### src/rtl/rlbp_seq_ctrl.sv
// Job sequencer for the RLBP datapath: loads three pixel rows, starts the RLBP FSM, captures
// its code, hands it to the P2S stage and keeps completion/timeout/job-count status.
module rlbp_seq_ctrl #(
  parameter int unsigned TIMEOUT  = 255,
  parameter int unsigned SER_BITS = 8
) (
  input  logic        wb_clk_i,
  input  logic        wb_rst_i,
  input  logic        cfg_start,
  input  logic        cfg_abort,
  input  logic [3:0]  row_data,
  input  logic        row_valid,
  output logic        row_ready,
  output logic [3:0]  rlbp_d,
  output logic        rlbp_ce_d1,
  output logic        rlbp_ce_d2,
  output logic        rlbp_ce_d3,
  output logic        rlbp_start,
  input  logic        rlbp_done,
  input  logic [7:0]  rlbp_code,
  output logic [7:0]  p2s_data,
  output logic        p2s_en,
  input  logic        p2s_ready,
  output logic        busy,
  output logic        done_pulse,
  output logic        err_timeout,
  output logic [7:0]  result,
  output logic [15:0] job_count
);

  localparam int unsigned TW = $clog2(TIMEOUT + 1);
  localparam int unsigned SW = $clog2(SER_BITS + 1);
  localparam logic [TW-1:0] TmoMax = TW'(TIMEOUT);
  localparam logic [SW-1:0] SerMax = SW'(SER_BITS);

  typedef enum logic [3:0] {
    StIdle,
    StLoadR1,
    StLoadR2,
    StLoadR3,
    StStart,
    StWaitDone,
    StLoadP2s,
    StWaitSer,
    StDone
  } state_e;

  state_e          state_q, state_d;
  logic [TW-1:0]   tmo_q, tmo_d;
  logic [SW-1:0]   ser_q, ser_d;
  logic            row_ready_q, row_ready_d;
  logic [3:0]      rlbp_d_q, rlbp_d_d;
  logic            ce1_q, ce1_d;
  logic            ce2_q, ce2_d;
  logic            ce3_q, ce3_d;
  logic            start_q, start_d;
  logic [7:0]      p2s_data_q, p2s_data_d;
  logic            p2s_en_q, p2s_en_d;
  logic            busy_q, busy_d;
  logic            done_pulse_q, done_pulse_d;
  logic            err_q, err_d;
  logic [7:0]      result_q, result_d;
  logic [15:0]     job_count_q, job_count_d;
  logic            row_hs;

  // Strobes are decoded from this cycle's transition so they appear together with the new state.
  always_comb begin
    state_d      = state_q;
    tmo_d        = tmo_q;
    ser_d        = ser_q;
    rlbp_d_d     = rlbp_d_q;
    ce1_d        = 1'b0;
    ce2_d        = 1'b0;
    ce3_d        = 1'b0;
    start_d      = 1'b0;
    p2s_data_d   = p2s_data_q;
    p2s_en_d     = 1'b0;
    done_pulse_d = 1'b0;
    err_d        = err_q;
    result_d     = result_q;
    job_count_d  = job_count_q;
    row_hs       = row_valid & row_ready_q;

    if (cfg_abort && (state_q != StIdle)) begin
      state_d = StIdle;
    end else begin
      unique case (state_q)
        StIdle: begin
          if (cfg_start && !cfg_abort) begin
            state_d = StLoadR1;
            err_d   = 1'b0;
          end
        end
        StLoadR1: begin
          if (row_hs) begin
            rlbp_d_d = row_data;
            ce1_d    = 1'b1;
            state_d  = StLoadR2;
          end
        end
        StLoadR2: begin
          if (row_hs) begin
            rlbp_d_d = row_data;
            ce2_d    = 1'b1;
            state_d  = StLoadR3;
          end
        end
        StLoadR3: begin
          if (row_hs) begin
            rlbp_d_d = row_data;
            ce3_d    = 1'b1;
            state_d  = StStart;
          end
        end
        StStart: begin
          start_d = 1'b1;
          tmo_d   = '0;
          state_d = StWaitDone;
        end
        StWaitDone: begin
          // A done arriving on the timeout cycle still completes the job.
          if (rlbp_done) begin
            result_d   = rlbp_code;
            p2s_data_d = rlbp_code;
            p2s_en_d   = 1'b1;
            state_d    = StLoadP2s;
          end else if (tmo_q == TmoMax) begin
            err_d   = 1'b1;
            state_d = StIdle;
          end else begin
            tmo_d = tmo_q + 1'b1;
          end
        end
        StLoadP2s: begin
          tmo_d   = '0;
          ser_d   = '0;
          state_d = StWaitSer;
        end
        StWaitSer: begin
          if ((ser_q == SerMax) && p2s_ready) begin
            done_pulse_d = 1'b1;
            job_count_d  = job_count_q + 16'd1;
            state_d      = StDone;
          end else if (tmo_q == TmoMax) begin
            err_d   = 1'b1;
            state_d = StIdle;
          end else begin
            tmo_d = tmo_q + 1'b1;
            if (ser_q != SerMax) begin
              ser_d = ser_q + 1'b1;
            end
          end
        end
        StDone: begin
          state_d = StIdle;
        end
        default: begin
          state_d = StIdle;
        end
      endcase
    end

    busy_d      = (state_d != StIdle);
    row_ready_d = (state_d == StLoadR1) || (state_d == StLoadR2) || (state_d == StLoadR3);
  end

  always_ff @(posedge wb_clk_i) begin
    if (wb_rst_i) begin
      state_q      <= StIdle;
      tmo_q        <= '0;
      ser_q        <= '0;
      row_ready_q  <= 1'b0;
      rlbp_d_q     <= '0;
      ce1_q        <= 1'b0;
      ce2_q        <= 1'b0;
      ce3_q        <= 1'b0;
      start_q      <= 1'b0;
      p2s_data_q   <= '0;
      p2s_en_q     <= 1'b0;
      busy_q       <= 1'b0;
      done_pulse_q <= 1'b0;
      err_q        <= 1'b0;
      result_q     <= '0;
      job_count_q  <= '0;
    end else begin
      state_q      <= state_d;
      tmo_q        <= tmo_d;
      ser_q        <= ser_d;
      row_ready_q  <= row_ready_d;
      rlbp_d_q     <= rlbp_d_d;
      ce1_q        <= ce1_d;
      ce2_q        <= ce2_d;
      ce3_q        <= ce3_d;
      start_q      <= start_d;
      p2s_data_q   <= p2s_data_d;
      p2s_en_q     <= p2s_en_d;
      busy_q       <= busy_d;
      done_pulse_q <= done_pulse_d;
      err_q        <= err_d;
      result_q     <= result_d;
      job_count_q  <= job_count_d;
    end
  end

  assign row_ready   = row_ready_q;
  assign rlbp_d      = rlbp_d_q;
  assign rlbp_ce_d1  = ce1_q;
  assign rlbp_ce_d2  = ce2_q;
  assign rlbp_ce_d3  = ce3_q;
  assign rlbp_start  = start_q;
  assign p2s_data    = p2s_data_q;
  assign p2s_en      = p2s_en_q;
  assign busy        = busy_q;
  assign done_pulse  = done_pulse_q;
  assign err_timeout = err_q;
  assign result      = result_q;
  assign job_count   = job_count_q;

  a_ce_onehot: assert property (@(posedge wb_clk_i) disable iff (wb_rst_i)
    $onehot0({ce1_q, ce2_q, ce3_q}));
  a_start_single: assert property (@(posedge wb_clk_i) disable iff (wb_rst_i)
    start_q |=> !start_q);
  a_p2s_single: assert property (@(posedge wb_clk_i) disable iff (wb_rst_i)
    p2s_en_q |=> !p2s_en_q);
  a_done_single: assert property (@(posedge wb_clk_i) disable iff (wb_rst_i)
    done_pulse_q |=> !done_pulse_q);

endmodule

### config.mk
export PLATFORM = sky130hd
export DESIGN_NAME = rlbp_seq_ctrl
export DESIGN_NICKNAME = d
export VERILOG_FILES = /design/src/rtl/rlbp_seq_ctrl.sv
export SDC_FILE = /design/constraint.sdc
export NUM_CORES = 1
export LEC_CHECK = 0
export CAP_MARGIN = 20
export CORE_AREA = 2 2 66 68
export CTS_CLUSTER_DIAMETER = 30
export CTS_CLUSTER_SIZE = 30
export DETAILED_ROUTE_END_ITERATION = 8
export DIE_AREA = 0 0 68 70
export DONT_BUFFER_PORTS = 1
export PLACE_DENSITY = 0.77
export SETUP_SLACK_MARGIN = 0.2
export SYNTH_ARGS = -nofsm -noshare
export SYNTH_HDL_FRONTEND = slang
export SYNTH_SLANG_ARGS = --single-unit
export TNS_END_PERCENT = 20
### constraint.sdc
create_clock -name wb_clk_i -period 2.5 [get_ports wb_clk_i]
set_clock_uncertainty 0.2 [all_clocks]
set_input_delay 0.25 -clock wb_clk_i [delete_from_list [all_inputs] [get_ports wb_clk_i]]
set_output_delay 0.25 -clock wb_clk_i [all_outputs]
set_load 0.05 [all_outputs]
==> results of run 1 <==
## cell families (layout without fill, tap and decap cells)
kind of cell	after synthesis	after routing	share of synthesized area [%]
AND/OR/NAND/NOR	120	120	26.9
AO/OA/AOI/OAI	48	48	11.6
flip-flops	53	53	43.2
buffers and inverters	26	56	6.32
adder cells (fa/ha/maj)	4	4	2.04
multiplexers	13	13	5.30
XOR/XNOR	13	13	4.64
## routing by layer
metal / share of wire (%) / GRT usage (%)
met5: 0 / 0
met4: 3.3 / 12.4
met3: 6.8 / 7.89
met2: 49 / 40.6
met1: 40 / 30.1
## sequential cells by signal, indices dropped and copies added, names as in the netlist
signal	flops
rlbp_ce_d1	1
rlbp_ce_d3	1
row_ready	1
busy	1
done_pulse	1
rlbp_ce_d2	1
err_timeout	1
p2s_en	1
state_q	4
rlbp_start	1
ser_q	4
rlbp_d	4
result	8
tmo_q	8
job_count	16
## through the flow
stage / hold slack (ns) / setup WS [ns]
2_1_floorplan: 0.194 / 0.350
3_3_place_gp: 0.123 / 0.244
3_5_place_dp: 0.126 / 0.180
4_1_cts: 0.0190 / 0.205
5_1_grt: 0.0295 / 0.178
6_report: 0.0152 / 0.293
## cell usage in the layout, fill, tap and decap left out, types with 10 or more instances in the layout
cell,netlist,layout
o21ai_0,12,12
buf_4,8,29
mux2i_1,13,13
nand2_1,15,15
nor2_1,40,40
dlygate4sd3_1,0,13
xor2_1,12,12
dfxtp_1,53,52
nand3_1,15,15
a21oi_1,19,18
nand4_1,10,10
## critical path: stages (launching register included)
cell	delay [ns]
dfxtp_1	0.38
inv_1	0.07
ha_1	0.22
and4b_1	0.26
a21oi_4	0.21
a21oi_2	0.14
or4_1	0.52
a21oi_1	0.14
## final cells by class
| cell class | count | area, um^2 |
|---|---|---|
| inverter | 5 | 18.8 |
| clock buffer | 5 | 68.8 |
| sequential | 53 | 1060 |
| tap | 52 | 65.1 |
| clock inverter | 3 | 21.3 |
| multi-input combinational | 198 | 1250 |
| timing repair buffer | 43 | 368 |
| fill | 317 | 1290 |
## how the worst max path moves through the flow
stage | depth (start not counted) | end | startpoint
6_report | 7 | tmo_q[5]$_SDFFE_PP0P_ | ser_q[0]$_SDFFE_PP0P_
5_1_grt | 7 | tmo_q[5]$_SDFFE_PP0P_ | ser_q[0]$_SDFFE_PP0P_
4_1_cts | 6 | job_count[10]$_SDFFE_PP0P_ | state_q[2]$_SDFF_PP0_
3_5_place_dp | 7 | tmo_q[5]$_SDFFE_PP0P_ | ser_q[0]$_SDFFE_PP0P_
3_3_place_gp | 7 | tmo_q[5]$_SDFFE_PP0P_ | ser_q[0]$_SDFFE_PP0P_
2_1_floorplan | 7 | tmo_q[5]$_SDFFE_PP0P_ | ser_q[0]$_SDFFE_PP0P_
## timing repair
| action | CTS | global route |
|---|---|---|
| endpoints found under the setup margin | 2 | 25 |
| endpoints found under the hold margin | 44 | 0 |
| setup buffers | 0 | 1 |
| hold buffers | 14 | 0 |
| gates resized for setup | 1 | 2 |
| pin swaps | 0 | 2 |
## power breakdown
group / internal, mW / switching [mW] / total (mW) / leakage, nW
clock network: 0.199 / 0.288 / 0.487 / 0.0445
registers: 0.849 / 0.0137 / 0.862 / 0.428
logic: 0.0322 / 0.0440 / 0.0762 / 0.666
==> results.toml, run 1 <==
[floorplan]
fp.dieH_um = 70
design.die.area_um2 = 4760
initial_util_pct = 59.3
area_of_the_core_region_um2 = 4140
die-width_um = 68
ioPinCount = 64
rows = 24

[layout]
syn2layout_area_growth_pct = 16.3
antenna-diode-count = 0
instances_no_fill = 359
drive_gt1_share_pct = 16.0
nets = 329
final_core_util_pct = 68.9
finalInstanceArea_um2 = 2860

[flow_run]
drv.max_cap_violation_count = 0

[timing]
setup-tns-final_ns = 0
min_period_over_period_pct = 88.3
fmax_mhz = 453
tightest_slew_ns = 0.672
time_the_worst_path_needs_with_i_o_delays_and_setup_ns = 2.21
setup_viol = 0
timing.final.hold_violations = 0
unrepaired_setup_endpoints_after_global_routing = "true"
worst_slew_margin_rel_pct = 54.8
slew_viol_final = 0

[global_routing]
grt_total_ovfl = 0
grt_antenna_before_repair = 0
grt_pass1_wl_mm = 9.25
grt_pass1_vias = 2046
track_usage_pct = 25.4
grt_start_max_net_pins = 42

[synthesis]
synth_edf_count = 0
synth_ff_type = "dfxtp_1"
netlist_area_um2 = 2460
post_synthesis_net_count = 300
yosysUniqueCellTypes = 48
synth-seq-cells = 53
synth_common_cells = "dfxtp_1, nor2_1, a21oi_1"
synth_area_leaders = "dfxtp_1, nor2_1, mux2i_1, xor2_1, a21oi_1"
post_synth.cell_area_avg_um2 = 8.87
synth_warnings = 0
synth_top_area_share_pct = 43.2
cell_with_the_most_instances_after_synthesis = "dfxtp_1"
async_flop_share_pct = 0
netlist.top_cell.by_area = "dfxtp_1"
synth-seq-area-share_pct = 43.2
mapped_cells = 277

[pwr]
ir_drop_mv = 0.473
total_power_mw = 1.43
power.density_cell_area_nw_per_um2 = 499
power.leakage_nw = 1.14

[min_path]
hold_path_depth = 2
worstHoldEndpoint = "ser_q[0]$_SDFFE_PP0P_"
hold_path_startpoint = "wb_rst_i"
worst_hold_path_type = "in -> reg"

[setup_path]
arrival_ns = 2.25
reg2reg_from = "ser_q[0]$_SDFFE_PP0P_"
element_type_at_the_critical_path_start = "register"
critical_path.reg2reg.endpoint = "tmo_q[5]$_SDFFE_PP0P_"
reg2reg_setup_slack_ns = 0.29
critPathKind = "reg -> reg"
timing.critical_path.to_type = "register"
required_ns = 2.54
critical_path.max_fanout = 8
worst_r2r_path_depth = 7

[drt]
avgRoutedWirePerCell_um = 15.7
drc = 0
drtIter0Drc = 151
detail_route.wirelength_mm = 5.64
via_count = 2133
antenna_left = 0
vias_cell = 5.94
number_of_detailed_route_iterations_in_the_first_pass = 4

[placement]
hpwl_mm = 3.69
gp_routability_congestion = 0.853
io_buffers = 0
placed_cells = 336
dpl_cell_area_um2 = 2590

[clock_network]
numCtsBuffers = 5
cts_htree_levels = 2
cts-root-to-sink-buffers = 2
cts_tree = "done"
worstSkewPairLatency_ns = 0.31
clk_transition_reported_paths_ns = 0.10
cts_root_buf = "clkbuf_8"
clock_sinks = 53

[run_status]
status = "finished, final reports clean"
No activity file was read; power rests on OpenSTA's default activity.
==> run 2: changes to the inputs <==
--- a/config.mk
+++ b/config.mk
@@ -6,13 +6,15 @@
 export NUM_CORES = 1
 export LEC_CHECK = 0
 export CAP_MARGIN = 20
-export CORE_AREA = 2 2 66 68
+export CELL_PAD_IN_SITES_DETAIL_PLACEMENT = 0
+export CELL_PAD_IN_SITES_GLOBAL_PLACEMENT = 1
+export CORE_AREA = 2 2 77 79
 export CTS_CLUSTER_DIAMETER = 30
 export CTS_CLUSTER_SIZE = 30
 export DETAILED_ROUTE_END_ITERATION = 8
-export DIE_AREA = 0 0 68 70
+export DIE_AREA = 0 0 79 81
 export DONT_BUFFER_PORTS = 1
-export PLACE_DENSITY = 0.77
+export PLACE_DENSITY = 0.75
 export SETUP_SLACK_MARGIN = 0.2
 export SYNTH_ARGS = -nofsm -noshare
 export SYNTH_HDL_FRONTEND = slang
==> constraint.sdc (replaced) <==
create_clock -name wb_clk_i -period 2.42 [get_ports wb_clk_i]
set_clock_uncertainty 0.2 [all_clocks]
set_input_delay 0.242 -clock wb_clk_i [delete_from_list [all_inputs] [get_ports wb_clk_i]]
set_output_delay 0.242 -clock wb_clk_i [all_outputs]
set_load 0.05 [all_outputs]
==> results.toml, run 2 (synthesized netlist as in run 1, its figures left out) <==
[placement]
placed_cells = 360
io_buffers = 0
gp_routability_congestion = 0.868
dpl_cell_area_um2 = 2630
hpwl_mm = 3.56
pre_cts_ws_ns = 0.0589

[timing]
time_the_worst_path_needs_with_i_o_delays_and_setup_ns = 2.18
setup_viol = 0
setup-tns-final_ns = 0
timing.final.ws_setup_ns = 0.242
timing.final.hold_violations = 0
fmax_mhz = 459
min_period_over_period_pct = 90.0
unrepaired_setup_endpoints_after_global_routing = "true"
worst_slew_margin_rel_pct = 57.4
slew_viol_final = 0
tightest_slew_ns = 0.633

[drt]
via_count = 2077
drc = 0
detail_route.wirelength_mm = 5.41
number_of_detailed_route_iterations_in_the_first_pass = 5
avgRoutedWirePerCell_um = 14.0
vias_cell = 5.37
antenna_left = 0
drtIter0Drc = 120

[pwr]
power_frac_comb_pct = 5.2
clock_power_share_pct = 36.3
power.leakage_nw = 1.18
ir_drop_mv = 0.310
total_power_mw = 1.52
total_switching_power_uw = 348
intPower_mw = 1.18
power.density_cell_area_nw_per_um2 = 517
power.share.switching_pct = 22.8
share_seq_of_total_power_pct = 58.5

[flow_run]
drv.max_cap_violation_count = 0

[layout]
commonest_non_fill_non_tap_cells_in_the_layout = "dfxtp_1, nor2_1, buf_4"
n_fill_cell = 565
final_common_cell = "dfxtp_1"
instances_no_fill = 387
number_of_flip_flops_under_the_largest_register_name = 16
finalInstanceArea_um2 = 2950
nets = 334
syn2layout_area_growth_pct = 20.0
antenna-diode-count = 0
drive_gt1_share_pct = 18.3

[clock_network]
worstSkewPairLatency_ns = 0.31
clk_transition_reported_paths_ns = 0.10
cts_htree_levels = 2
cts_tree = "done"
clock_sinks = 53
numCtsBuffers = 5
cts-root-to-sink-buffers = 2
cts_root_buf = "clkbuf_8"

[global_routing]
grt_start_max_net_pins = 42
grt_antenna_before_repair = 0
grt_total_ovfl = 0
grt_pass1_wl_mm = 8.78
grt_pass1_vias = 1937
track_usage_pct = 17.2

[floorplan]
area_of_the_core_region_um2 = 5680
initial_util_pct = 43.3
ioPinCount = 64
rows = 28
design.die.area_um2 = 6400
die-width_um = 79
fp.dieH_um = 81

[setup_path]
arrival_ns = 2.21
crit_top_cell = "a21oi_4"
element_type_at_the_critical_path_start = "register"
timing.critical_path.slowest_stage_cell = "or4_1"
worstPathCellList = "inv_1 > ha_1 > and4b_2 > a21oi_4 > a21oi_4 > or4_1 > a21oi_1"
critical_path.max_fanout = 7
timing.critical_path.to_type = "register"
critPathKind = "reg -> reg"
critical-path-max-stage-delay_ns = 0.51
required_ns = 2.45

[min_path]
worst_hold_path_type = "in -> reg"

[run_status]
status = "finished, final reports clean"
==> run 2: cell count changes in the layout (fill, tap and decap cells not counted), sizes merged <==
cell      before  now
clkinvlp       1    0
clkbuf         5    7
buf           30   35
clkinv         1    0
==> run 2: cell type report <==
cell class                      count  area [um^2]  area share [%]
Timing Repair Buffer               48          405            13.8
Tap cell                           75         93.8            3.18
Clock buffer                        7         96.3            3.27
Inverter                            5         18.8           0.637
Clock inverter                      1         8.76           0.297
Multi-Input combinational cell    198         1260            42.7
Sequential cell                    53         1060            36.1
==> run 2: critical path: cells and delay by family (launching register included) <==
| kind | cells | cell delay (ns) |
|---|---|---|
| compound gates | 3 | 0.51 |
| buf+inv | 1 | 0.06 |
| flops | 1 | 0.36 |
| simple gates | 2 | 0.77 |
| fa+ha+maj | 1 | 0.22 |
==> run 2: power groups by stage <==
| stage | logic [mW] | registers, mW | clock network, mW |
|---|---|---|---|
| final | 0.0791 | 0.891 | 0.553 |
| after global routing | 0.0851 | 0.893 | 0.615 |
| after CTS | 0.0766 | 0.891 | 0.578 |
| after detailed placement | 0.0428 | 0.911 | 0 |
| after global placement | 0.0429 | 0.911 | 0 |
| after floorplan | 0.0406 | 0.913 | 0 |
==> run 2: timing repair <==
action / in CTS / in global routing
endpoints found under the hold margin: 43 / 0
endpoints found under the setup margin: 4 / 22
gates resized for setup: 4 / 3
hold buffers: 14 / 0
pin swaps: 1 / 4
buffers inserted: 0 / 5
==> run 2: path summary, 6_finish.rpt <==
path | startpoint | to | slack, ns | cells past startpoint
worst max-delay path | ser_q[0]$_SDFFE_PP0P_ | tmo_q[5]$_SDFFE_PP0P_ | 0.24 | 7
worst min-delay path | row_valid | state_q[1]$_SDFF_PP0_ | 0.01 | 3
worst max register to register | ser_q[0]$_SDFFE_PP0P_ | tmo_q[5]$_SDFFE_PP0P_ | 0.24 | 7
worst min register to register | ser_q[0]$_SDFFE_PP0P_ | ser_q[0]$_SDFFE_PP0P_ | 0.28 | 2
==> run 2: stage by stage <==
stage                     hold slack [ns]  utilization (%)
after floorplan                     0.186                -
after global placement              0.114             46.4
after detailed placement            0.118             46.4
after CTS                         0.00598             51.2
after global routing              0.00608             51.9
final                              0.0106             51.9
==> run 2: routing by layer <==
layer  global-route usage [%]  share of wire (%)  up-vias  wire, um
li1                         -                  -     1049         -
met1                     21.1                 44      973      2390
met2                     28.7                 50       49      2700
met3                     5.33                4.8        6       262
met4                     6.21               0.94        0        51
met5                        0                  0        -         0
